$ cat src/rtl/ddr3_ui_bridge.sv
// Client-to-MIG UI bridge: one command per accept, independent cmd/wdata handshakes,
// up to MAX_OUTSTANDING in-order reads whose lane tags ride a small FIFO.
module ddr3_ui_bridge #(
  parameter int ADDR_W          = 29,
  parameter int APP_DATA_W      = 64,
  parameter int CLIENT_W        = 32,
  parameter int MAX_OUTSTANDING = 4,
  localparam int LANES  = APP_DATA_W / CLIENT_W,
  localparam int LANE_W = (LANES > 1) ? $clog2(LANES) : 1,
  localparam int TAG_W  = (MAX_OUTSTANDING > 1) ? $clog2(MAX_OUTSTANDING) : 1,
  localparam int CNT_W  = TAG_W + 1,
  localparam int BE_W   = CLIENT_W / 8
) (
  input  logic                    clk,
  input  logic                    rst_n,
  input  logic                    req_valid,
  output logic                    req_ready,
  input  logic                    req_we,
  input  logic [ADDR_W-1:0]       req_addr,
  input  logic [LANE_W-1:0]       req_lane,
  input  logic [CLIENT_W-1:0]     req_wdata,
  input  logic [BE_W-1:0]         req_be,
  output logic                    rsp_valid,
  output logic [CLIENT_W-1:0]     rsp_rdata,
  output logic [ADDR_W-1:0]       app_addr,
  output logic [2:0]              app_cmd,
  output logic                    app_en,
  input  logic                    app_rdy,
  output logic [APP_DATA_W-1:0]   app_wdf_data,
  output logic [APP_DATA_W/8-1:0] app_wdf_mask,
  output logic                    app_wdf_wren,
  output logic                    app_wdf_end,
  input  logic                    app_wdf_rdy,
  input  logic [APP_DATA_W-1:0]   app_rd_data,
  input  logic                    app_rd_data_valid,
  output logic [CNT_W-1:0]        outstanding,
  output logic                    err_unexpected
);

  localparam logic [2:0] CMD_WRITE = 3'b000;
  localparam logic [2:0] CMD_READ  = 3'b001;

  typedef enum logic {IDLE = 1'b0, ISSUE = 1'b1} state_t;

  state_t state, state_next;

  logic [LANE_W-1:0]       tag_mem [MAX_OUTSTANDING];
  logic [TAG_W-1:0]        wr_ptr, rd_ptr;
  logic                    accept, push, pop;
  logic                    cmd_pend, data_pend;
  logic [LANE_W-1:0]       head_lane;
  logic [CLIENT_W-1:0]     lane_data;
  logic [APP_DATA_W/8-1:0] mask_next;

  assign accept    = req_valid && req_ready;
  assign push      = accept && !req_we;
  assign pop       = app_rd_data_valid && (outstanding != '0);
  // Pending after this edge: the handshake that completes this cycle no longer counts
  assign cmd_pend  = app_en && !app_rdy;
  assign data_pend = app_wdf_wren && !app_wdf_rdy;
  assign head_lane = tag_mem[rd_ptr];

  always_ff @(posedge clk or negedge rst_n) begin
    if (!rst_n) state <= IDLE;
    else        state <= state_next;
  end

  always_comb begin
    state_next = state;
    case (state)
      IDLE:    if (accept) state_next = ISSUE;
      ISSUE:   if (!cmd_pend && !data_pend) state_next = IDLE;
      default: state_next = IDLE;
    endcase
  end

  always_comb begin
    req_ready = (state == IDLE) && (outstanding < CNT_W'(MAX_OUTSTANDING));
  end

  always_comb begin
    mask_next = '1;
    for (int i = 0; i < LANES; i++) begin
      if (req_lane == LANE_W'(i)) mask_next[i*BE_W +: BE_W] = ~req_be;
    end
  end

  always_comb begin
    lane_data = '0;
    for (int i = 0; i < LANES; i++) begin
      if (head_lane == LANE_W'(i)) lane_data = app_rd_data[i*CLIENT_W +: CLIENT_W];
    end
  end

  always_ff @(posedge clk or negedge rst_n) begin
    if (!rst_n) begin
      app_addr     <= '0;
      app_cmd      <= CMD_WRITE;
      app_en       <= 1'b0;
      app_wdf_data <= '0;
      app_wdf_mask <= '1;
      app_wdf_wren <= 1'b0;
    end else if (accept) begin
      app_addr <= req_addr;
      app_cmd  <= req_we ? CMD_WRITE : CMD_READ;
      app_en   <= 1'b1;
      if (req_we) begin
        app_wdf_data <= {LANES{req_wdata}};
        app_wdf_mask <= mask_next;
        app_wdf_wren <= 1'b1;
      end
    end else begin
      if (app_en && app_rdy)           app_en       <= 1'b0;
      if (app_wdf_wren && app_wdf_rdy) app_wdf_wren <= 1'b0;
    end
  end

  // Single-beat bursts: every data beat is also the last one
  assign app_wdf_end = app_wdf_wren;

  always_ff @(posedge clk) begin
    if (push) tag_mem[wr_ptr] <= req_lane;
  end

  always_ff @(posedge clk or negedge rst_n) begin
    if (!rst_n) begin
      wr_ptr      <= '0;
      rd_ptr      <= '0;
      outstanding <= '0;
    end else begin
      if (push) wr_ptr <= wr_ptr + TAG_W'(1);
      if (pop)  rd_ptr <= rd_ptr + TAG_W'(1);
      case ({push, pop})
        2'b10:   outstanding <= outstanding + CNT_W'(1);
        2'b01:   outstanding <= outstanding - CNT_W'(1);
        default: outstanding <= outstanding;
      endcase
    end
  end

  always_ff @(posedge clk or negedge rst_n) begin
    if (!rst_n) begin
      rsp_valid      <= 1'b0;
      rsp_rdata      <= '0;
      err_unexpected <= 1'b0;
    end else begin
      rsp_valid <= pop;
      if (pop) rsp_rdata <= lane_data;
      if (app_rd_data_valid && (outstanding == '0)) err_unexpected <= 1'b1;
    end
  end

endmodule

$ cat config.mk
export PLATFORM = sky130hd
export DESIGN_NAME = ddr3_ui_bridge
export DESIGN_NICKNAME = d
export VERILOG_FILES = /design/src/rtl/ddr3_ui_bridge.sv
export SDC_FILE = /design/constraint.sdc
export NUM_CORES = 1
export LEC_CHECK = 0
export CAP_MARGIN = 20
export CORE_MARGIN = 2
export CORE_UTILIZATION = 42
export DETAILED_ROUTE_END_ITERATION = 7
export GPL_ROUTABILITY_DRIVEN = 0
export PLACE_DENSITY = 0.85
export SLEW_MARGIN = 25
export SYNTH_ARGS = -nofsm -noshare
export SYNTH_HDL_FRONTEND = slang
export SYNTH_SLANG_ARGS = --single-unit
$ cat constraint.sdc
create_clock -name clk -period 5.2 [get_ports clk]
set_input_delay 1.04 -clock clk [delete_from_list [all_inputs] [get_ports clk]]
set_output_delay 1.04 -clock clk [all_outputs]
set_load 0.005 [all_outputs]
# Word level (Yosys, flattened, before mapping)
# Memory sizes are Yosys's and may differ from the RTL's.
# Cells that the tools add are included.
# totals
register_bits	148
mem_bits_rw	4
in_bits	137
out_inout_bits	145
elab_cells	61
mem_count	1
# memory_table
name	words	width	read_ports	rd_clocked_by_memory_dff	wr	line	text
tag_mem	4	1	1	0	1	47	logic [LANE_W-1:0] tag_mem [MAX_OUTSTANDING];
# classes
n_addsub	4
magnitude_cmp	1
n_eq_ne	3
n_mux	15
n_bitwise	2
n_reduce_logical	22
# op_table
operator	n
$mux W32	1
$logic_and A1 B1 Y1	10
$mux W1	10
$mux W4	2
$pmux W3 S2	1
$reduce_bool A2 Y1	3
$logic_not A1 Y1	5
$add A2 B1 Y2 const B	2
$not A4 Y4	1
$reduce_and A2 Y1	2
$add A3 B1 Y3 const B	1
$logic_not A3 Y1	1
$lt A3 B3 Y1 const B	1
$reduce_bool A3 Y1	1
$sub A3 B1 Y3 const B	1
$eq A2 B1 Y1 const B	1
$eq A2 B2 Y1 const B	1
$ne A2 B2 Y1 const B	1
$pmux W1 S2	1
$not A1 Y1	1

# Logic depth before layout (Yosys ltp)
# logic_depth
ltp_word	6
ltp_mapped	10
mapped_depth_nobuf	9

# Least setup slack after synthesis
# OpenSTA, ideal clock, no wires.
# synth_path
kind	in2reg
from	input port req_valid
to	register outstanding[2]
setup_time_ns	0.130
arrival_time_ns	2.550
required_time_ns	5.070
slack_ns	2.521
stages	10
n_path_buf	1
path_cell_list	or3b_2 -> buf_2 -> nor2_4 -> inv_1 -> ha_1 -> inv_1 -> fa_1 -> xor2_1 -> nor2_1 -> xor2_1
# synth_between
elab_chain_len	4
word_cells_on_any_way	6
cone_classes	2 x eq/ne; 1 x mux; 3 x reduce/logical
# synth_lines
item	line	text
start, declared	16	input logic req_valid,
$logic_and A1 B1 Y1 *	55	assign accept = req_valid && req_ready;
$logic_and A1 B1 Y1 *	56	assign push = accept && !req_we;
$eq A2 B1 Y1 / $eq A2 B2 Y1 (equally long branches)	133	case ({push, pop})
$pmux W3 S2 / $reduce_bool A2 Y1 (equally long branches)	n/a	
end signal, assigned	134	2'b10: outstanding <= outstanding + CNT_W'(1);
end signal, assigned	135	2'b01: outstanding <= outstanding - CNT_W'(1);
end signal, assigned	136	default: outstanding <= outstanding;
end, declared	36	output logic [CNT_W-1:0] outstanding,
# Mark *: on every way between the ends. The rest lies on a longest branch, timed or not.
# A chain may end at the register's enable or synchronous reset.

# Worst setup path in the final report
# Ends and elaborated chain as after synthesis.

==> results.txt <==
total CTS buffers: 17
Setup crit start: req_valid
register share of total power: 34.3%
total core area: 12000 µm²
Die Width: 114 µm
Worst-Margin Slew: 1010 ps
minimum clock period: 3170 ps
outcome: finished clean
initial antenna violation count: 0
post-CTS setup buffers: 0
Async S/R FF share, synth: 96.6%
Seq/Total Area, Yosys: 58.2%
commonest cells after routing, fill and taps aside: 278 x clkdlybuf4s50_1, 120 x nand2_1, 106 x dfrtp_1, 33 x mux2i_1, 30 x o21ai_1
critical path endpoint: outstanding[2]
Ports: 282
first-pass GRT wire length: 22.1 mm
clock skew: 5.34 ps
Slew HR: 32.5%
worst skew pair latency: 400 ps
CTS tree: done
# fillers: 870
worst r2r dst: outstanding[2]
GR Util All Layers: 21.9%
Max Slew Vio Count: 0
crit-path max FO: 32
CP Capture Type: flop
initial core utilization: 42.8%
Crit Path Class: input port to flop
DR iter-0 viols: 151
Clk pwr share: 22.7%
CTS sink count: 118
sw power: 1.49 mW
H-tree depth: 4
TritonRoute pass-1 iters: 5
leakage: 3.68 nW
Vias: 4141
wire per inst: 16.4 µm
clock slew seen by the registers of the worst setup and hold paths: 50 ps
layout cells sized above 1: 10.3%
WL final: 14.1 mm
fin area: 8330 µm²
synth warn: 0
clock buffer depth: 2
Worst VDD drop: 344 µV
unrepaired setup endpoints after global routing: false
number of global-route vias before repair: 4393
post-cts resize count: 0
Setup TNS: 0 ps
commonest non-fill, non-tap cell in the layout: clkdlybuf4s50_1
DRC: 0
Worst Setup Start Kind: input port
Cell Area, Placed: 7740 µm²
Synth-to-Final Area Change: 62.7%
DRT antenna net count: 0
PD cells: 597 nW/µm²
FF-to-FF Start: outstanding[2]
synth unique cells: 34
Synth Flop Type: dfrtp_1
final worst-path cycle share: 61.0%
largest net degree at the start of global routing: 71
Overflow after GRT: 0
Synth Area per Inst: 11.3 µm²
register area: 2980 µm²
Synth Cell Area: 5120 µm²
Max Freq: 0.315 GHz
input/output buffers: 279
Crit path arrival time: 3430 ps
DP Wirelength: 10.6 mm
Antenna diodes: 0
Root Driver: clkbuf_16
Max-Cap Viols: 0
count of flip-flops with a built-in enable after synthesis: 4
Final nets: 842
num rows: 40
area of the multi-input gates: 1720 µm²
internal cell power: 3.49 mW
cts hold-fix bufs: 0
sw frac: 29.9%
die area: 13100 µm²
Data required, critical path: 5460 ps
Yosys reg bits: 118
Final Hold Viols: 0
origin of the worst min-delay path: err_unexpected
combinational share of power: 43.0%
R2R depth: 9
Die H: 114 µm
final setup violation count: 0
via-per-instance ratio: 4.82
Worst R2R Setup Slack: 2540 ps
hold crit path type: flop to flop
Post-Syn Instances: 455
## stage by stage
stage / total power, mW / setup WS, ps / hold WS [ps] / utilization, % / instances
finish: 4.98 / 2030 / 464 / 69.7 / 859
global route: 5.29 / 1870 / 487 / 69.7 / 859
CTS: 5.04 / 2030 / 465 / 69.7 / 859
detailed placement: 3.88 / 1620 / 453 / 64.7 / 827
global placement: 3.78 / 1660 / 450 / 64.7 / 827
floorplan: 2.65 / 2520 / 451 / - / 456
## cell usage after synthesis (all sizes together), types with 5 or more instances
library cell  count  share of area [%]
buf              51                7.7
clkbuf            8               0.59
dfstp             8                4.1
a31oi             8               0.98
nor2             14                1.2
mux2             33                7.3
dfrtp           106                 52
nand2           120                8.8
mux2i            33                6.4
ha                5                1.2
o21ai            33                3.2
inv              10               0.73
## final cells by class
cell class,count,share of cell area (%)
Timing Repair Buffer,283,33.8
Multi-Input combinational cell,269,20.6
Clock inverter,7,0.781
Clock buffer,25,6.32
Sequential cell,118,35.8
Inverter,10,0.450
Tap cell,147,2.21
## layer usage
metal,vias up,global-route usage [%],wire (µm)
li1,1943,-,-
met1,1999,24.6,5310
met2,177,38.4,7250
met3,22,7.99,1230
met4,0,7.72,277
met5,-,0,0
## state kept, by name (all words and copies together), names as in the netlist
signal and flops:
app_wdf_data 32, rsp_rdata 32, app_addr 29, app_wdf_mask 8, tag_mem 4, outstanding 3, rd_ptr 2, wr_ptr 2
app_cmd 1, app_en 1, app_wdf_end 1, err_unexpected 1, rsp_valid 1, state 1
## critical path, stage by stage
cell and delay [ps]:
clkdlybuf4s50_1 490, or3b_2 760, nor2_4 260, inv_1 70, ha_1 220, inv_1 80, fa_1 170, xor2_1 140
nor2_1 60, xor2_1 140
## power groups by stage
stage	logic [mW]	registers [mW]	clock network, mW
5_1_grt	2.33	1.76	1.20
2_1_floorplan	0.960	1.69	0
6_report	2.14	1.71	1.13
4_1_cts	2.18	1.71	1.15
3_3_place_gp	2.10	1.68	0
3_5_place_dp	2.16	1.72	0
## worst min path at each step
| stage | to | depth (start not counted) |
|---|---|---|
| 3_3_place_gp | err_unexpected | 1 |
| 5_1_grt | err_unexpected | 1 |
| 2_1_floorplan | err_unexpected | 1 |
| 4_1_cts | err_unexpected | 1 |
| 6_report | err_unexpected | 1 |
| 3_5_place_dp | err_unexpected | 1 |
## cell families (layout without fill, tap and decap cells)
| group | Yosys count | count (layout) | synth area share [%] |
|---|---|---|---|
| xor+xnor | 6 | 6 | 1.03 |
| compound gates | 46 | 46 | 4.86 |
| flops | 118 | 118 | 58.2 |
| other cells | 1 | 2 | 0.0732 |
| buf+inv | 69 | 325 | 8.99 |
| mux | 67 | 67 | 14.1 |
| fa+ha+maj | 6 | 6 | 1.61 |
| simple gates | 142 | 142 | 11.1 |
(Power assumes the default switching activity.)
